`src/rtl/reg_file_2r1w.sv`:
```
// reg_file_2r1w: parametrised register file with two registered read ports,
// one write port with same-cycle write-to-read bypass, and a per-register
// pending scoreboard used by issue logic to detect read-after-write hazards.
module reg_file_2r1w #(
  parameter int DATA_W   = 32,
  parameter int DEPTH    = 32,
  parameter int ADDR_W   = $clog2(DEPTH),
  parameter int ZERO_REG = 1
) (
  input  logic              clk,
  input  logic              rst_n,
  input  logic              wr_en,
  input  logic [ADDR_W-1:0] wr_addr,
  input  logic [DATA_W-1:0] wr_data,
  input  logic              rsv_en,
  input  logic [ADDR_W-1:0] rsv_addr,
  input  logic              rd_en1,
  input  logic [ADDR_W-1:0] rd_addr1,
  input  logic              rd_en2,
  input  logic [ADDR_W-1:0] rd_addr2,
  output logic [DATA_W-1:0] rd_data1,
  output logic [DATA_W-1:0] rd_data2,
  output logic              rd_valid1,
  output logic              rd_valid2,
  output logic              rd_pend1,
  output logic              rd_pend2,
  output logic [DEPTH-1:0]  pend_vec
);

  // One extra bit so DEPTH=2**ADDR_W (e.g. 256) still fits for the compare.
  localparam logic [ADDR_W:0] DEPTH_LIM = (ADDR_W+1)'(DEPTH);

  // An address is usable when it names an existing register that is not the
  // hardwired zero register.
  function automatic logic addr_ok(input logic [ADDR_W-1:0] a);
    addr_ok = ({1'b0, a} < DEPTH_LIM) && !((ZERO_REG != 0) && (a == '0));
  endfunction

  logic [DATA_W-1:0] mem [DEPTH];
  logic [DEPTH-1:0]  pend;

  logic              wr_ok;
  logic              rsv_ok;
  logic [DEPTH-1:0]  wr_dec;
  logic [DEPTH-1:0]  rsv_dec;
  logic              hit1;
  logic              hit2;
  logic [DATA_W-1:0] rd_nxt1;
  logic [DATA_W-1:0] rd_nxt2;
  logic              pnd_nxt1;
  logic              pnd_nxt2;

  assign wr_ok  = wr_en  && addr_ok(wr_addr);
  assign rsv_ok = rsv_en && addr_ok(rsv_addr);
  assign hit1   = wr_ok && (wr_addr == rd_addr1);
  assign hit2   = wr_ok && (wr_addr == rd_addr2);

  // One-hot decode of the legal write and reserve targets.
  always_comb begin
    // NOTE: every variable gets a default before any conditional assignment,
    // otherwise the un-assigned paths would infer latches.
    wr_dec  = '0;
    rsv_dec = '0;
    if (wr_ok)  wr_dec[wr_addr]   = 1'b1;
    if (rsv_ok) rsv_dec[rsv_addr] = 1'b1;
  end

  // Port 1 read value and hazard: bypass a same-cycle write, zero if illegal.
  always_comb begin
    rd_nxt1  = '0;
    pnd_nxt1 = 1'b0;
    if (addr_ok(rd_addr1)) begin
      rd_nxt1  = hit1 ? wr_data : mem[rd_addr1];
      pnd_nxt1 = pend[rd_addr1] && !hit1;
    end
  end

  // Port 2 read value and hazard, identical rules to port 1.
  always_comb begin
    rd_nxt2  = '0;
    pnd_nxt2 = 1'b0;
    if (addr_ok(rd_addr2)) begin
      rd_nxt2  = hit2 ? wr_data : mem[rd_addr2];
      pnd_nxt2 = pend[rd_addr2] && !hit2;
    end
  end

  // Storage array write.
  always_ff @(posedge clk or negedge rst_n) begin
    if (!rst_n) begin
      // NOTE: the storage is cleared on reset because reads after reset must
      // return zero; this costs a reset net on every flop but is required.
      for (int i = 0; i < DEPTH; i++) mem[i] <= '0;
    end else if (wr_ok) begin
      mem[wr_addr] <= wr_data;
    end
  end

  // Scoreboard: a write clears its bit, a reservation sets it; set wins.
  always_ff @(posedge clk or negedge rst_n) begin
    if (!rst_n) begin
      // NOTE: state registers use non-blocking assignments so every flop
      // samples pre-edge values regardless of statement order.
      pend <= '0;
    end else begin
      pend <= (pend & ~wr_dec) | rsv_dec;
    end
  end

  // Read output registers; data and hazard hold while the port is idle.
  always_ff @(posedge clk or negedge rst_n) begin
    if (!rst_n) begin
      rd_data1  <= '0;
      rd_data2  <= '0;
      rd_pend1  <= 1'b0;
      rd_pend2  <= 1'b0;
      rd_valid1 <= 1'b0;
      rd_valid2 <= 1'b0;
    end else begin
      rd_valid1 <= rd_en1;
      rd_valid2 <= rd_en2;
      if (rd_en1) begin
        rd_data1 <= rd_nxt1;
        rd_pend1 <= pnd_nxt1;
      end
      if (rd_en2) begin
        rd_data2 <= rd_nxt2;
        rd_pend2 <= pnd_nxt2;
      end
    end
  end

  assign pend_vec = pend;

endmodule

```
`config.mk`:
```
export PLATFORM = sky130hd
export DESIGN_NAME = reg_file_2r1w
export DESIGN_NICKNAME = d
export VERILOG_FILES = /design/src/rtl/reg_file_2r1w.sv
export SDC_FILE = /design/constraint.sdc
export NUM_CORES = 2
export LEC_CHECK = 0
export BUFFER_PORTS_ARGS = -buffer_cell sky130_fd_sc_hd__buf_2
export CORE_MARGIN = 2
export CORE_UTILIZATION = 55
export CTS_CLUSTER_SIZE = 24
export DETAILED_ROUTE_END_ITERATION = 10
export PLACE_DENSITY = 0.72
export SYNTH_ARGS = -nofsm -noshare
export SYNTH_HDL_FRONTEND = slang
export SYNTH_SLANG_ARGS = --single-unit
```
`constraint.sdc`:
```
create_clock -name clk -period 2.9 [get_ports clk]
set_input_delay 0.58 -clock clk [delete_from_list [all_inputs] [get_ports clk]]
set_output_delay 0.58 -clock clk [all_outputs]
set_load 0.005 [all_outputs]
```
======== After elaboration in Yosys (flattened, before gate mapping) ========
Cells that the tools add are included.
word-level totals
  word-level logic and storage cells ...... 99
  bits in writable memories ............... 0
  latch bits .............................. 0
  output and inout port bits .............. 100
  memories kept ........................... 0
  bits in registers ....................... 1,124
  bits in read-only memories .............. 0
  input port bits ......................... 58
operators by class
  order comparisons ....................... 10
  add/sub/neg operators ................... 0
  divide/modulo/power cells ............... 0
  reductions and logical operators ........ 17
  bitwise operators ....................... 6
  multiply operators ...................... 0
  shifts and indexed selects .............. 0
  muxes and demuxes ....................... 25
  equality and inequality tests ........... 2
operators with widths
  cell                                                                          count
  1024-bit bitwise mux                                                          1
  32-bit 2-to-1 mux                                                             11
  32-bit binary-select mux with 5-bit select                                    2
  32-bit demux with 5-bit select                                                1
  32-bit AND                                                                    1
  32-bit inverter                                                               1
  32-bit OR                                                                     1
  5-bit by 6-bit less-than comparator with 1-bit output, second input constant  4
  5-bit zero test                                                               4
  6-bit >= comparator, second input constant                                    3
  5-bit inverter with 6-bit output                                              3
  1-bit binary-select mux with 5-bit select                                     2
  1-bit demux with 5-bit select                                                 2
  5-bit equality test                                                           2
  5-bit by 1-bit >= comparator with 1-bit output, second input constant         2
  1-bit logical AND                                                             9
  6-bit by 1-bit less-than comparator with 1-bit output, second input constant  1
  1-bit 2-to-1 mux                                                              6
  1-bit zero test                                                               4

======== Logic depth before layout (Yosys ltp) ========
  depth in word-level cells ............... 8
  mapped depth ............................ 8
  depth with buffers taken out ............ 5

======== Least setup slack after synthesis ========
Ideal clock, no wire load.
  path kind ............................... in2reg
  from .................................... input rd_addr2[0]
  to ...................................... register rd_data2[10]
  library setup time ...................... 0.129 ns
  cell stages on the path ................. 7
  arrival ................................. 2.417 ns
  buffers on the path ..................... 3
  path slack .............................. 0.355 ns
  required time ........................... 2.771 ns
  cells stage by stage .................... clkbuf_1 -> clkbuf_1 -> buf_2 -> mux4_2 -> a22oi_1 -> a21oi_1 -> a2111o_1
between the ends
  cells in the longest elaborated chain, start to end .. 6
  elaborated cells on any way between the ends .. 9
  classes of those cells .................. eq/ne: 1; mux: 5; bitwise: 1; reduce/logical: 2
RTL lines
  what                                                    line  RTL
  start: declaration                                      20    input logic [ADDR_W-1:0] rd_addr2,
  5-bit inverter with 6-bit output (not written as such)  83    rd_nxt2 = hit2 ? wr_data : mem[rd_addr2];
  32-bit binary-select mux with 5-bit select              83
  32-bit 2-to-1 mux (not written as such) (2 in a row)    83
  32-bit 2-to-1 mux                                       83
  32-bit 2-to-1 mux *                                     82    if (addr_ok(rd_addr2)) begin
  end signal: assignment                                  127   rd_data2 <= rd_nxt2;
  end: declaration                                        22    output logic [DATA_W-1:0] rd_data2,
Every way passes the cells marked *; elsewhere a longest branch is shown, timed or not. The select of a mux whose other input is x is not followed.
A chain may end at the register's enable or synchronous reset.

======== Worst setup path in the final report ========
  from .................................... input wr_addr[0]
  to ...................................... register rd_data2[19]
between the ends
  cells in the longest elaborated chain, start to end .. 6
  elaborated cells on any way between the ends .. 7
  classes of those cells .................. eq/ne: 1; mux: 2; reduce/logical: 4
RTL lines
  what                 line  RTL
  start: declaration   13    input logic [ADDR_W-1:0] wr_addr,
  5-bit zero test      36    addr_ok = ({1'b0, a} < DEPTH_LIM) && !((ZERO_REG != 0) && (a == '0));
  1-bit zero test      36
  1-bit logical AND    53    assign wr_ok = wr_en && addr_ok(wr_addr);
  1-bit logical AND *  56    assign hit2 = wr_ok && (wr_addr == rd_addr2);
  32-bit 2-to-1 mux *  83
  32-bit 2-to-1 mux *  82
Every way passes the cells marked *; elsewhere a longest branch is shown, timed or not.

==> results.md <==
* Status: complete, no violations
* GPL Wtd Cong at 0.849
* H-Tree Depth at 3
* GR Util met1 at 0.478
* Fillers at 7534
* Max FO, Critical Path at 12
* Ys async rst share at 1.00
* Setup Crit Path Kind: primary input to register
* Final slew viol count at 0
* PwrDens at 704 mW/mm^2
* Final Hold Violating Endpoints at 0
* Static Leakage at 28.8 nW
* DR WL/cell at 34.2 um
* Min setup slack post-route at 653 ps
* Initial antenna violation count at 7
* Buffer and inverter count on the worst path at 3
* Die area at 0.108 mm^2
* Row count at 118
* Resize count post-CTS at 0
* Post-Route WL at 181000 um
* Clock latency on the worst-skew pair at 730 ps
* Vias in the first global route at 39100
* Worst setup EP type: register
* CTS tree: yes
* Root Buffer: clkbuf_16
* DRT iter0 DRCs at 4310
* Max VDD drop at 0.560 mV
* Worst-path clk slew at 60 ps
* Maxcap violations at 0
* Fin crit share at 0.775
* Utilization after layout at 0.633
* Final hold slack at 60.8 ps
* Number of synthesized flops with an enable pin at 0
* Gr ovfl total at 0
* Post-route ant nets at 0
* Fin area at 0.0658 mm^2
* Ratio of cells with drive above 1 in the final layout at 0.542
* DP HPWL at 106000 um
* Die Span X at 328 um
* Clock buffer depth at 3
* Core Box Area at 0.104 mm^2
* CTS Sinks at 1124
* Initial core utilization at 0.556
* Arrival @ worst endpoint at 2900 ps
* Hold Crit Class: primary input to register
* Max Clock Freq at 0.445 GHz
* Worst Path Required at 3550 ps
* Startpoint types: primary input
* Nets at 3884
* Drt first pass iters at 5
* Ys flop type: dfrtp_1
* Yosys warns at 0
* Seq cells post-synth at 1124
* Pre-CTS setup slack at 50.0 ps
* Register area share after synthesis at 0.486
* Met3 usage at 0.0770
* Area growth from synthesis to layout at 13.7%
* IO Count at 158
* Cts bufs inserted at 120
* HP Start: rd_en1
* Post-Syn Nets at 3834
* Fin crit period at 2250 ps
* DR vias at 38000
* CP delay by family, top: simple AND/OR/NAND/NOR gates
* Mapped Cells at 3776
* Dpl cell area at 0.0616 mm^2
* Rel. slew slack at 0.375
* Largest net degree at the start of global routing at 118
* Gr busiest metal: met2
* Setup Viol. Count Final at 0
* Vias per Instance at 7.15
* Avg Inst Size Synth at 15.3 um^2
* Reg2Reg Launch Point: mem[95]$_DFFE_PN0P_
* Critical Path Most Common Cell: buf_4
* Unrepaired setup endpoints after global routing: false
* Distinct cells, synth at 46
* TNS Setup at 0 ps
* Worst slew pin tran at 929 ps
* First-pass GRT wire length at 269000 um
* Worst Setup SP: wr_addr[0]
* Post-Syn Area at 0.0578 mm^2
* Slowest-stage cell, CP: nor4_2
* Die height at 328 um
* Drt drc at 0
* Post-Route Skew at 29.0 ps
* Peak per-stage delay on the critical path at 770 ps
* I/O Buffers at 157
* Total GRT Usage at 0.342
* Crit-path cells: buf_2 -> xnor2_1 -> nand4_1 -> buf_4 -> nor4_2 -> buf_4 -> and2_0 -> a2111o_1
* Met2 Usage GRT at 0.525
worst reg2reg max path, delay by kind of cell, from the launching register on:
family,cells,cell delay [ps]
AOI/OAI and AO/OA,3,800
DFF,1,400
muxes,1,460
routing by layer:
metal | part of all wire | wire, um
met1 | 0.39 | 70700
met2 | 0.46 | 83700
met3 | 0.10 | 18200
met4 | 0.048 | 8670
met5 | 0.00015 | 27
what timing repair did:
action / 4_1_cts / 5_1_grt
setup buffers: 0 / 0
hold buffers: 1 / 0
hold endpoints to repair: 14 / 0
cell families (layout without fill, tap and decap cells):
| group | after synthesis | in the layout | share of synthesized area |
|---|---|---|---|
| buffers and inverters | 440 | 590 | 0.0315 |
| muxes | 1533 | 1533 | 0.401 |
| DFF | 1124 | 1124 | 0.486 |
| and+or+nand+nor | 171 | 171 | 0.0156 |
| other | 0 | 4 | 0 |
| xor gates and xnor gates | 10 | 10 | 0.00151 |
| AOI/OAI and AO/OA | 498 | 498 | 0.0640 |
where the power goes:
part	internal, mW	switching (mW)	total [mW]
Sequential	18.7	2.43	21.1
Combinational	5.47	3.42	8.89
Clock	9.66	6.59	16.3
Total	33.8	12.4	46.3
final timing paths:
path | endpoint | slack, ps | cells past startpoint
max | rd_data2[19]$_DFFE_PN0P_ | 650 | 8
min | rd_valid1$_DFF_PN0_ | 60 | 1
max reg2reg | rd_data2[31]$_DFFE_PN0P_ | 1120 | 4
min reg2reg | mem[1001]$_DFFE_PN0P_ | 390 | 0
max in group asynchronous | mem[496]$_DFFE_PN0P_ | 1370 | 4
min in group asynchronous | mem[993]$_DFFE_PN0P_ | 370 | 2
sequential cells by signal (all words and copies together), names as in the netlist:
| register | count |
|---|---|
| rd_pend2 | 1 |
| rd_pend1 | 1 |
| rd_data2 | 32 |
| rd_valid1 | 1 |
| pend_vec | 32 |
| rd_valid2 | 1 |
| mem | 1024 |
| rd_data1 | 32 |
synthesized netlist by cell type (all sizes together), types with 9 or more instances:
| cell | instances | area [um^2] |
|---|---|---|
| a22oi | 251 | 1880 |
| nand2 | 55 | 206 |
| o21ai | 25 | 125 |
| a211o | 29 | 254 |
| nand3 | 10 | 50.1 |
| xnor2 | 9 | 78.8 |
| nor2b | 9 | 56.3 |
| a2111o | 32 | 360 |
| nor2 | 21 | 78.8 |
| buf | 169 | 806 |
| clkbuf | 267 | 1000 |
| a21oi | 96 | 480 |
| a22o | 40 | 350 |
| and2 | 34 | 213 |
| dfrtp | 1124 | 28100 |
| mux2 | 994 | 11200 |
| mux2i | 12 | 120 |
| mux4 | 527 | 11900 |
layout by cell type, fill, tap and decap left out, types with 4 or more instances in the layout:
cell	Yosys	final
a2111o_1	32	32
a211o_1	29	29
a21oi_1	96	96
a221oi_1	5	5
a22o_1	40	40
a22oi_1	251	251
a32o_1	5	5
and2_0	30	30
buf_12	0	94
buf_2	119	152
buf_4	6	112
buf_8	0	5
bufinv_16	0	16
clkbuf_1	267	25
clkbuf_16	0	121
clkbuf_8	0	24
clkinv_2	0	26
clkinvlp_4	0	4
dfrtp_1	1124	1124
diode_2	0	4
inv_6	0	5
mux2_2	994	994
mux2i_1	12	12
mux4_2	527	527
nand2_1	55	40
nand2_4	0	15
nand2b_1	5	4
nand3_1	10	10
nand3b_1	4	4
nand4_1	8	8
nand4b_1	5	5
nor2_1	21	5
nor2_4	0	16
nor2b_1	9	6
nor3_1	7	6
nor3b_1	5	5
o21ai_0	25	25
o31ai_1	6	5
xnor2_1	9	9
cell type report:
cell class	instances	area, um^2	area share
multi-input combinational	2212	28200	0.428
sequential	1124	28100	0.428
timing repair buffer	364	3570	0.0543
clock buffer	170	3450	0.0525
tap	1380	1730	0.0263
clock inverter	52	693	0.0105
inverter	4	15.0	0.000228
antenna	4	10.0	0.000152
through the flow:
step           power [mW]  instances
2_1_floorplan        26.9       3776
5_1_grt              48.0       5307
4_1_cts              46.3       5306
6_report             46.3       5310
3_3_place_gp         29.7       5083
3_5_place_dp         30.1       5083
No activity file was read; power rests on OpenSTA's default activity.
